--- src/rtl/morse_char_encoder.sv ---
// Morse LED pattern source: takes ASCII characters over valid/ready and plays them
// on a single LED with ITU Morse timing built from a fixed unit timer.

module morse_char_encoder_chk (
    input logic clk,
    input logic rst_n,
    input logic char_ready,
    input logic led,
    input logic busy
);
    // Readiness only exists while idle, and a lit LED always means a character is in flight
    a_ready_not_busy: assert property (@(posedge clk) disable iff (!rst_n) !(char_ready && busy));
    a_led_implies_busy: assert property (@(posedge clk) disable iff (!rst_n) led |-> busy);
endmodule

module morse_char_encoder #(
    parameter int unsigned UNIT_CYCLES = 2097152,
    parameter int unsigned CNT_W       = 24
) (
    input  logic       CLK,
    input  logic       RST_N,
    input  logic [7:0] CHAR_DATA,
    input  logic       CHAR_VALID,
    output logic       CHAR_READY,
    output logic       LED,
    output logic       BUSY
);
    typedef enum logic [2:0] {
        S_IDLE     = 3'd0,
        S_MARK     = 3'd1,
        S_ELEM_GAP = 3'd2,
        S_CHAR_GAP = 3'd3,
        S_WORD_GAP = 3'd4
    } state_t;

    localparam logic [CNT_W-1:0] UNIT_LAST = CNT_W'(UNIT_CYCLES - 32'd1);

    state_t           state_q, state_d;
    logic [CNT_W-1:0] cnt_q, cnt_d;
    logic [2:0]       unit_q, unit_d;
    logic [2:0]       idx_q, idx_d;
    logic [4:0]       pat_q, pat_d;
    logic             led_q, led_d;
    logic             busy_q, busy_d;
    logic             ready_q, ready_d;

    logic [8:0]       code_s;
    logic             xfer_s;
    logic             tick_s;
    logic [2:0]       unit_len_s;
    logic             last_unit_s;

    // Result is {known, length, elements}; elements are right-aligned with the first at [length-1], 1 = dash
    function automatic logic [8:0] morse_lookup(input logic [7:0] ch);
        logic [7:0] up;
        logic [8:0] code;
        if (ch >= 8'h61 && ch <= 8'h7A) begin
            up = ch - 8'h20;
        end else begin
            up = ch;
        end
        case (up)
            8'h41:   code = {1'b1, 3'd2, 5'b00001};
            8'h42:   code = {1'b1, 3'd4, 5'b01000};
            8'h43:   code = {1'b1, 3'd4, 5'b01010};
            8'h44:   code = {1'b1, 3'd3, 5'b00100};
            8'h45:   code = {1'b1, 3'd1, 5'b00000};
            8'h46:   code = {1'b1, 3'd4, 5'b00010};
            8'h47:   code = {1'b1, 3'd3, 5'b00110};
            8'h48:   code = {1'b1, 3'd4, 5'b00000};
            8'h49:   code = {1'b1, 3'd2, 5'b00000};
            8'h4A:   code = {1'b1, 3'd4, 5'b00111};
            8'h4B:   code = {1'b1, 3'd3, 5'b00101};
            8'h4C:   code = {1'b1, 3'd4, 5'b00100};
            8'h4D:   code = {1'b1, 3'd2, 5'b00011};
            8'h4E:   code = {1'b1, 3'd2, 5'b00010};
            8'h4F:   code = {1'b1, 3'd3, 5'b00111};
            8'h50:   code = {1'b1, 3'd4, 5'b00110};
            8'h51:   code = {1'b1, 3'd4, 5'b01101};
            8'h52:   code = {1'b1, 3'd3, 5'b00010};
            8'h53:   code = {1'b1, 3'd3, 5'b00000};
            8'h54:   code = {1'b1, 3'd1, 5'b00001};
            8'h55:   code = {1'b1, 3'd3, 5'b00001};
            8'h56:   code = {1'b1, 3'd4, 5'b00001};
            8'h57:   code = {1'b1, 3'd3, 5'b00011};
            8'h58:   code = {1'b1, 3'd4, 5'b01001};
            8'h59:   code = {1'b1, 3'd4, 5'b01011};
            8'h5A:   code = {1'b1, 3'd4, 5'b01100};
            8'h30:   code = {1'b1, 3'd5, 5'b11111};
            8'h31:   code = {1'b1, 3'd5, 5'b01111};
            8'h32:   code = {1'b1, 3'd5, 5'b00111};
            8'h33:   code = {1'b1, 3'd5, 5'b00011};
            8'h34:   code = {1'b1, 3'd5, 5'b00001};
            8'h35:   code = {1'b1, 3'd5, 5'b00000};
            8'h36:   code = {1'b1, 3'd5, 5'b10000};
            8'h37:   code = {1'b1, 3'd5, 5'b11000};
            8'h38:   code = {1'b1, 3'd5, 5'b11100};
            8'h39:   code = {1'b1, 3'd5, 5'b11110};
            default: code = {1'b0, 3'd0, 5'b00000};
        endcase
        return code;
    endfunction

    // Next-state, timer and output computation
    always_comb begin
        state_d = state_q;
        idx_d   = idx_q;
        pat_d   = pat_q;
        code_s  = morse_lookup(CHAR_DATA);
        xfer_s  = CHAR_VALID && ready_q;
        tick_s  = (cnt_q == UNIT_LAST);

        case (state_q)
            S_MARK:     unit_len_s = pat_q[idx_q] ? 3'd3 : 3'd1;
            S_ELEM_GAP: unit_len_s = 3'd1;
            S_CHAR_GAP: unit_len_s = 3'd3;
            S_WORD_GAP: unit_len_s = 3'd4;
            default:    unit_len_s = 3'd1;
        endcase
        last_unit_s = tick_s && (unit_q == (unit_len_s - 3'd1));

        if (state_q != S_IDLE) begin
            cnt_d  = tick_s ? '0 : (cnt_q + CNT_W'(1));
            unit_d = tick_s ? (unit_q + 3'd1) : unit_q;
        end else begin
            cnt_d  = '0;
            unit_d = '0;
        end

        case (state_q)
            S_IDLE: begin
                if (xfer_s && code_s[8]) begin
                    state_d = S_MARK;
                    pat_d   = code_s[4:0];
                    idx_d   = code_s[7:5] - 3'd1;
                end else if (xfer_s && (CHAR_DATA == 8'h20)) begin
                    state_d = S_WORD_GAP;
                end else begin
                    state_d = S_IDLE;
                end
            end
            S_MARK: begin
                if (last_unit_s) begin
                    if (idx_q != 3'd0) begin
                        state_d = S_ELEM_GAP;
                        idx_d   = idx_q - 3'd1;
                    end else begin
                        state_d = S_CHAR_GAP;
                    end
                end else begin
                    state_d = S_MARK;
                end
            end
            S_ELEM_GAP: begin
                if (last_unit_s) begin
                    state_d = S_MARK;
                end else begin
                    state_d = S_ELEM_GAP;
                end
            end
            S_CHAR_GAP, S_WORD_GAP: begin
                if (last_unit_s) begin
                    state_d = S_IDLE;
                end else begin
                    state_d = state_q;
                end
            end
            default: begin
                state_d = S_IDLE;
            end
        endcase

        // Every state entry restarts both the cycle timer and the unit count
        if (state_d != state_q) begin
            cnt_d  = '0;
            unit_d = '0;
        end else begin
            cnt_d  = cnt_d;
            unit_d = unit_d;
        end

        led_d   = (state_d == S_MARK);
        busy_d  = (state_d != S_IDLE);
        ready_d = (state_d == S_IDLE);
    end

    // State and registered outputs, cleared by the synchronous reset
    always_ff @(posedge CLK) begin
        if (!RST_N) begin
            state_q <= S_IDLE;
            cnt_q   <= '0;
            unit_q  <= 3'd0;
            idx_q   <= 3'd0;
            pat_q   <= 5'd0;
            led_q   <= 1'b0;
            busy_q  <= 1'b0;
            ready_q <= 1'b0;
        end else begin
            state_q <= state_d;
            cnt_q   <= cnt_d;
            unit_q  <= unit_d;
            idx_q   <= idx_d;
            pat_q   <= pat_d;
            led_q   <= led_d;
            busy_q  <= busy_d;
            ready_q <= ready_d;
        end
    end

    assign CHAR_READY = ready_q;
    assign LED        = led_q;
    assign BUSY       = busy_q;

    morse_char_encoder_chk u_chk (
        .clk        (CLK),
        .rst_n      (RST_N),
        .char_ready (ready_q),
        .led        (led_q),
        .busy       (busy_q)
    );
endmodule

--- config.mk ---
export PLATFORM = sky130hd
export DESIGN_NAME = morse_char_encoder
export DESIGN_NICKNAME = d
export VERILOG_FILES = /design/src/rtl/morse_char_encoder.sv
export SDC_FILE = /design/constraint.sdc
export NUM_CORES = 1
export LEC_CHECK = 0
export CORE_MARGIN = 1
export CORE_UTILIZATION = 30
export CTS_CLUSTER_DIAMETER = 60
export DETAILED_ROUTE_END_ITERATION = 6
export GPL_ROUTABILITY_DRIVEN = 0
export HOLD_SLACK_MARGIN = 0.03
export SETUP_SLACK_MARGIN = 0.15
export SYNTH_ARGS = -nofsm -noshare
export SYNTH_HDL_FRONTEND = slang
export SYNTH_SLANG_ARGS = --single-unit
--- constraint.sdc ---
create_clock -name CLK -period 4.2 [get_ports CLK]
set_clock_uncertainty 0.1 [all_clocks]
set_input_delay 1.26 -clock CLK [delete_from_list [all_inputs] [get_ports CLK]]
set_output_delay 1.26 -clock CLK [all_outputs]
set_load 0.02 [all_outputs]
Yosys cells after proc, flatten, opt, wreduce, memory -nomap -nowiden:

Memories as Yosys holds them, arrays and structs flattened.
Cells that the tools add are included.

* register bits: 41
* ROM bits: 1152
* logic and storage cells: 65
* memories: 1

* $add $sub $neg: 6
* $lt $le $gt $ge: 3
* equality and inequality tests: 12
* muxes and demuxes: 17
* bitwise gates (word level): 2
* reductions and logical operators: 16

Memories
* (name not given): words 128, width 9, read ports 1, clocked after Yosys merged registers in 0, wr ports 0, line 62 `case (up)`

Operator list (count)
* $add A24 B1 Y24 const B: 1
* $eq A24 B21 Y1 const B: 1
* $mux W3: 7
* $pmux W3 S4: 1
* $mux W9: 1
* $pmux W3 S3: 1
* $reduce_bool A3 Y1: 3
* $sub A3 B1 Y3 const B: 3
* $eq A8 B6 Y1 const B: 1
* $ge A8 B7 Y1 const B: 1
* $le A8 B7 Y1 const B: 1
* $mux W8: 1
* $sub A8 B6 Y8 const B: 1
* $eq A3 B1 Y1 const B: 2
* $eq A3 B2 Y1 const B: 2
* $logic_not A3 Y1: 2
* $ne A2 B2 Y1 const B: 3
* $pmux W3 S2: 1
* $logic_and A1 B1 Y1: 5
* $lt A3 B4 Y1 const B: 1
* $mux W2: 2
* $reduce_and A4 Y1: 1
* $reduce_or A4 Y1: 1
* $add A3 B1 Y3 const B: 1
* other kinds (10): 12

Depth between registers and ports, before layout:

* depth after elaboration: 11
* depth in mapped cells: 12
* mapped depth without buffers: 12

Worst setup path before layout:

OpenSTA, ideal clock, no wires.

* path type: input-to-reg
* from: input CHAR_DATA[1]
* to: register idx_q[2]
* data arrival time: 3.337 ns
* path slack: 0.688 ns
* cell stages on the path: 10
* buffers on the path: 0
* cells stage by stage: inv_1 -> ha_1 -> nor4b_1 -> nand2_1 -> a41o_1 -> nor4_1 -> mux2i_1 -> ha_1 -> or3_1 -> a31oi_1

* longest elaborated chain between the ends: 8
* elaborated cells between the ends (all ways): 13
* classes of those cells: 2 x add/sub; 2 x order compare; 1 x eq/ne; 4 x mux; 3 x reduce/logical; 1 x memory

Ends and longest elaborated chain
* from (decl): line 22 `input logic [7:0] CHAR_DATA,`
* $ge A8 B7 Y1 / $le A8 B7 Y1 (equally long branches): line 57 `if (ch >= 8'h61 && ch <= 8'h7A) begin`
* $logic_and A1 B1 Y1: line 57
* $mux W8 *: line 57
* $mem_v2 Z128 W9
* $mux W9 *: line 62
* $sub A3 B1 Y3 / $logic_and A1 B1 Y1 (equally long branches): line 135, 132
* $mux W3 / $ne A2 B2 Y1 (equally long branches)
* $pmux W3 S2 / $reduce_and A4 Y1 (equally long branches)
* to (signal assigned): line 202 `idx_q <= idx_d;`
* to (decl): line 41 `logic [2:0] idx_q, idx_d;`

Mark *: on every way between the ends. The rest lies on a longest branch, timed or not. The select of a mux whose other input is x is not followed.
A chain may end at the register's enable or synchronous reset.

Final worst setup path:

Ends and elaborated chain as after synthesis.

==> run_results.csv <==
group,metric,value,unit
global_routing,grt_start_max_net_pins,21,
timing,tightest_slew,0.630,ns
drt,wl_per_cell,12.4,µm
drt,vias,2228,
global_routing,grt_overflow,0,
timing,slew_violations,0,
critical_path,cp.arrival,3.91,ns
placed_design,hpwlAfterDp,4.04,mm
timing,hold_viol_final,0,
finish,final_util,36.4,%
critical_path,start_kind,"input port",
timing,fin_setup_tns,0,ns
logic_synthesis,synth_top_area_share,32.4,%
critical_path,critical_path.max_fanout,10,
min_path,hold_class,"flip-flop to flip-flop",
logic_synthesis,synth_top_area_cell,"dfxtp_1",
pwr,leakage,1.10,nW
die,die_x,93.8,µm
timing,setup_violations,0,
status,outcome,"completed",
clock_network,clk_pin_slew,0.08,ns
die,die_area,8800,µm²
clock_network,hold_buffers,0,
drt,wl_met1,2.69,mm
logic_synthesis,synth_compound_area_share,17.0,%
die,initial_core_util,30.9,%
timing,period_share,90.2,%
critical_path,critical_path_required,4.32,ns
die,fp.coreArea,8180,µm²
clock_network,clockRootBuffer,"clkbuf_8",
logic_synthesis,synthTopCellsByArea,"dfxtp_1 (32%), nor2_1 (7.7%), xor2_1 (6.6%)",
logic_synthesis,syn_area_per_cell,8.21,µm²
logic_synthesis,synthSimpleGateAreaFrac,28.6,%
clock_network,clock-sinks,41,
critical_path,critPathMostFrequentCell,"ha_1",
critical_path,slowest_delay,0.42,ns
logic_synthesis,synth_seq_area_share,32.4,%
finish,drive_above_1_share,10.6,%
logic_synthesis,synth_nets,331,
critical_path,critPathKind,"input port to flip-flop",
drt,met3_wirelength,137,µm
logic_synthesis,synth_edf_count,0,
timing,finalWorstSetupSlack,0.411,ns
drt,drt_wl_total,5.40,mm
clock_network,clockBufferDepth,2,
pwr,peakVddDrop,0.108,mV
clock_network,cts_buffers,5,
timing,rsz0062_at_grt,"false",
placed_design,preCtsSetupSlack,0.0156,ns
drt,first_pass_iters,4,
global_routing,antenna_found_initial,0,
clock_network,cts_tree,"yes",
job,drv_cap,0,
clock_network,clkLatencyLatePin,0.29,ns
timing,slew-limit-headroom,57.7,%
logic_synthesis,ys_warn_count,0,
global_routing,grt_pass1_wl,9.58,mm
pwr,p_per_area,279,nW/µm²
logic_synthesis,synth_top_family_by_area,"simple AND/OR/NAND/NOR gates",
logic_synthesis,synth_area,2530,µm²
die,ioPinCount,14,
timing,min_period,3.79,ns
logic_synthesis,synthMuxAreaShare,4.50,%
critical_path,worst_setup_path_end_kind,"flip-flop",
logic_synthesis,synth_xor_area_share,8.31,%
placed_design,port-buffer-count,13,
drt,met2_length,2.52,mm
critical_path,crit_family,"simple AND/OR/NAND/NOR gates",
timing,max_freq,264,MHz
finish,syn_to_final_growth,17.7,%
clock_network,cts_resized,0,
clock_network,htree_levels,2,
finish,fin_nets,353,
logic_synthesis,ys.flop_type,"dfxtp_1",
critical_path,crit_buf_inv,2,
logic_synthesis,ys_seq_elements,41,
critical_path,crit_slowest_cell,"clkdlybuf4s50_1",
die,fp-row-count,33,
clock_network,postCtsSetupRepairBufs,0,
logic_synthesis,synthCells,308,
logic_synthesis,synth_cell_types,56,
finish,diodes,0,
drt,avgViaCountPerCell,5.11,
die,die_h,93.8,µm
drt,drc_errors,0,
critical_path,crit_chain,"clkdlybuf4s50_1, buf_4, ha_1, nand2b_1, a22o_1, a41o_1, nor4_1, mux2i_1, ha_1, or3_1, a31oi_1",
global_routing,grt_usage,13.4,%
drt,ant_nets,0,
drt,top_layer,"met4",
global_routing,grt_pass1_vias,2101,
logic_synthesis,synth-adder-area-share,5.93,%
logic_synthesis,async_flop_share,0,%
drt,initialDrtViolationCount,82,
-- registers in the layout, indices dropped and copies added (netlist names) --
register / flops
LED: 1
cnt_q: 24
state_q: 3
pat_q: 5
BUSY: 1
CHAR_READY: 1
idx_q: 3
unit_q: 3
-- cell usage in the layout, fill, tap and decap left out, types with 4 or more instances in the layout --
| master | n |
|---|---|
| nand2_1 | 23 |
| buf_4 | 14 |
| nand4_1 | 7 |
| dfxtp_1 | 41 |
| and3_1 | 5 |
| nor4_1 | 6 |
| nor2_1 | 52 |
| clkdlybuf4s50_1 | 13 |
| xor2_1 | 19 |
| o32ai_1 | 5 |
| mux2i_1 | 8 |
| nor2b_1 | 7 |
| ha_1 | 12 |
| inv_1 | 8 |
| a21oi_1 | 12 |
| nand3_1 | 12 |
| clkbuf_8 | 6 |
| a211oi_1 | 5 |
| o21ai_0 | 13 |
| or3_1 | 4 |
| xnor2_1 | 5 |
| nor3_1 | 5 |
-- logic make-up after synthesis --
kind of cell	Yosys count
simple gates	139
compound gates	60
flops	41
xor+xnor	24
buf+inv	22
fa+ha+maj	12
mux	10
-- final timing paths --
kind / startpoint / cells past startpoint / to / slack [ns]
worst max-delay path: CHAR_DATA[1] / 11 / idx_q[2]$_SDFFE_PN0P_ / 0.41
worst min-delay path: pat_q[3]$_SDFFE_PN0P_ / 2 / pat_q[3]$_SDFFE_PN0P_ / 0.36
worst max register to register: idx_q[0]$_SDFFE_PN0P_ / 12 / LED$_SDFF_PN0_ / 0.70
worst min register to register: pat_q[3]$_SDFFE_PN0P_ / 2 / pat_q[3]$_SDFFE_PN0P_ / 0.36
-- layout make-up --
type                            instances  area, µm²
Fill cell                             846       5200
Clock inverter                          2       37.5
Sequential cell                        41        821
Inverter                               10       37.5
Multi-Input combinational cell        245       1630
Tap cell                              105        131
Timing Repair Buffer                   27        235
Clock buffer                            6       82.6
-- report_power, final --
part | total [W] | internal (W) | switching, W
clock | 0.000329 | 0.000193 | 0.000135
sequential | 0.000394 | 0.000391 | 0.00000281
combinational | 0.000107 | 0.0000483 | 0.0000589
-- per-layer routing --
layer	track usage [%]	vias to the layer above
met5	0	-
met3	1.94	4
met1	17.3	1047
li1	-	1154
met2	23.1	23
met4	3.46	0
-- synth_stat cells, types with 6 or more instances --
library cell / number
o21ai_0: 13
nand4_1: 7
ha_1: 12
nor2_1: 52
clkbuf_1: 11
nor2b_1: 7
dfxtp_1: 41
a21oi_1: 12
nand2_1: 23
nand3_1: 12
inv_1: 8
mux2i_1: 8
xor2_1: 19
nor4_1: 6
-- metrics by stage --
stage / cells / power (W) / instance area, µm² / hold slack (ns)
final: 436 / 0.000830 / 2980 / 0.361
after global routing: 436 / 0.000872 / 2980 / 0.391
after CTS: 436 / 0.000840 / 2970 / 0.364
after detailed placement: 428 / 0.000510 / 2850 / 0.346
after global placement: 428 / 0.000509 / 2850 / 0.341
after floorplan: 308 / 0.000466 / 2530 / 0.329
-- tightest hold or removal path, delay by kind of cell, from the launching register on --
| family | cells | cell delay, ns |
|---|---|---|
| AO/OA/AOI/OAI | 1 | 0.05 |
| flip-flops | 1 | 0.31 |
| AND/OR/NAND/NOR | 1 | 0.05 |
No activity file was read; power rests on OpenSTA's default activity.
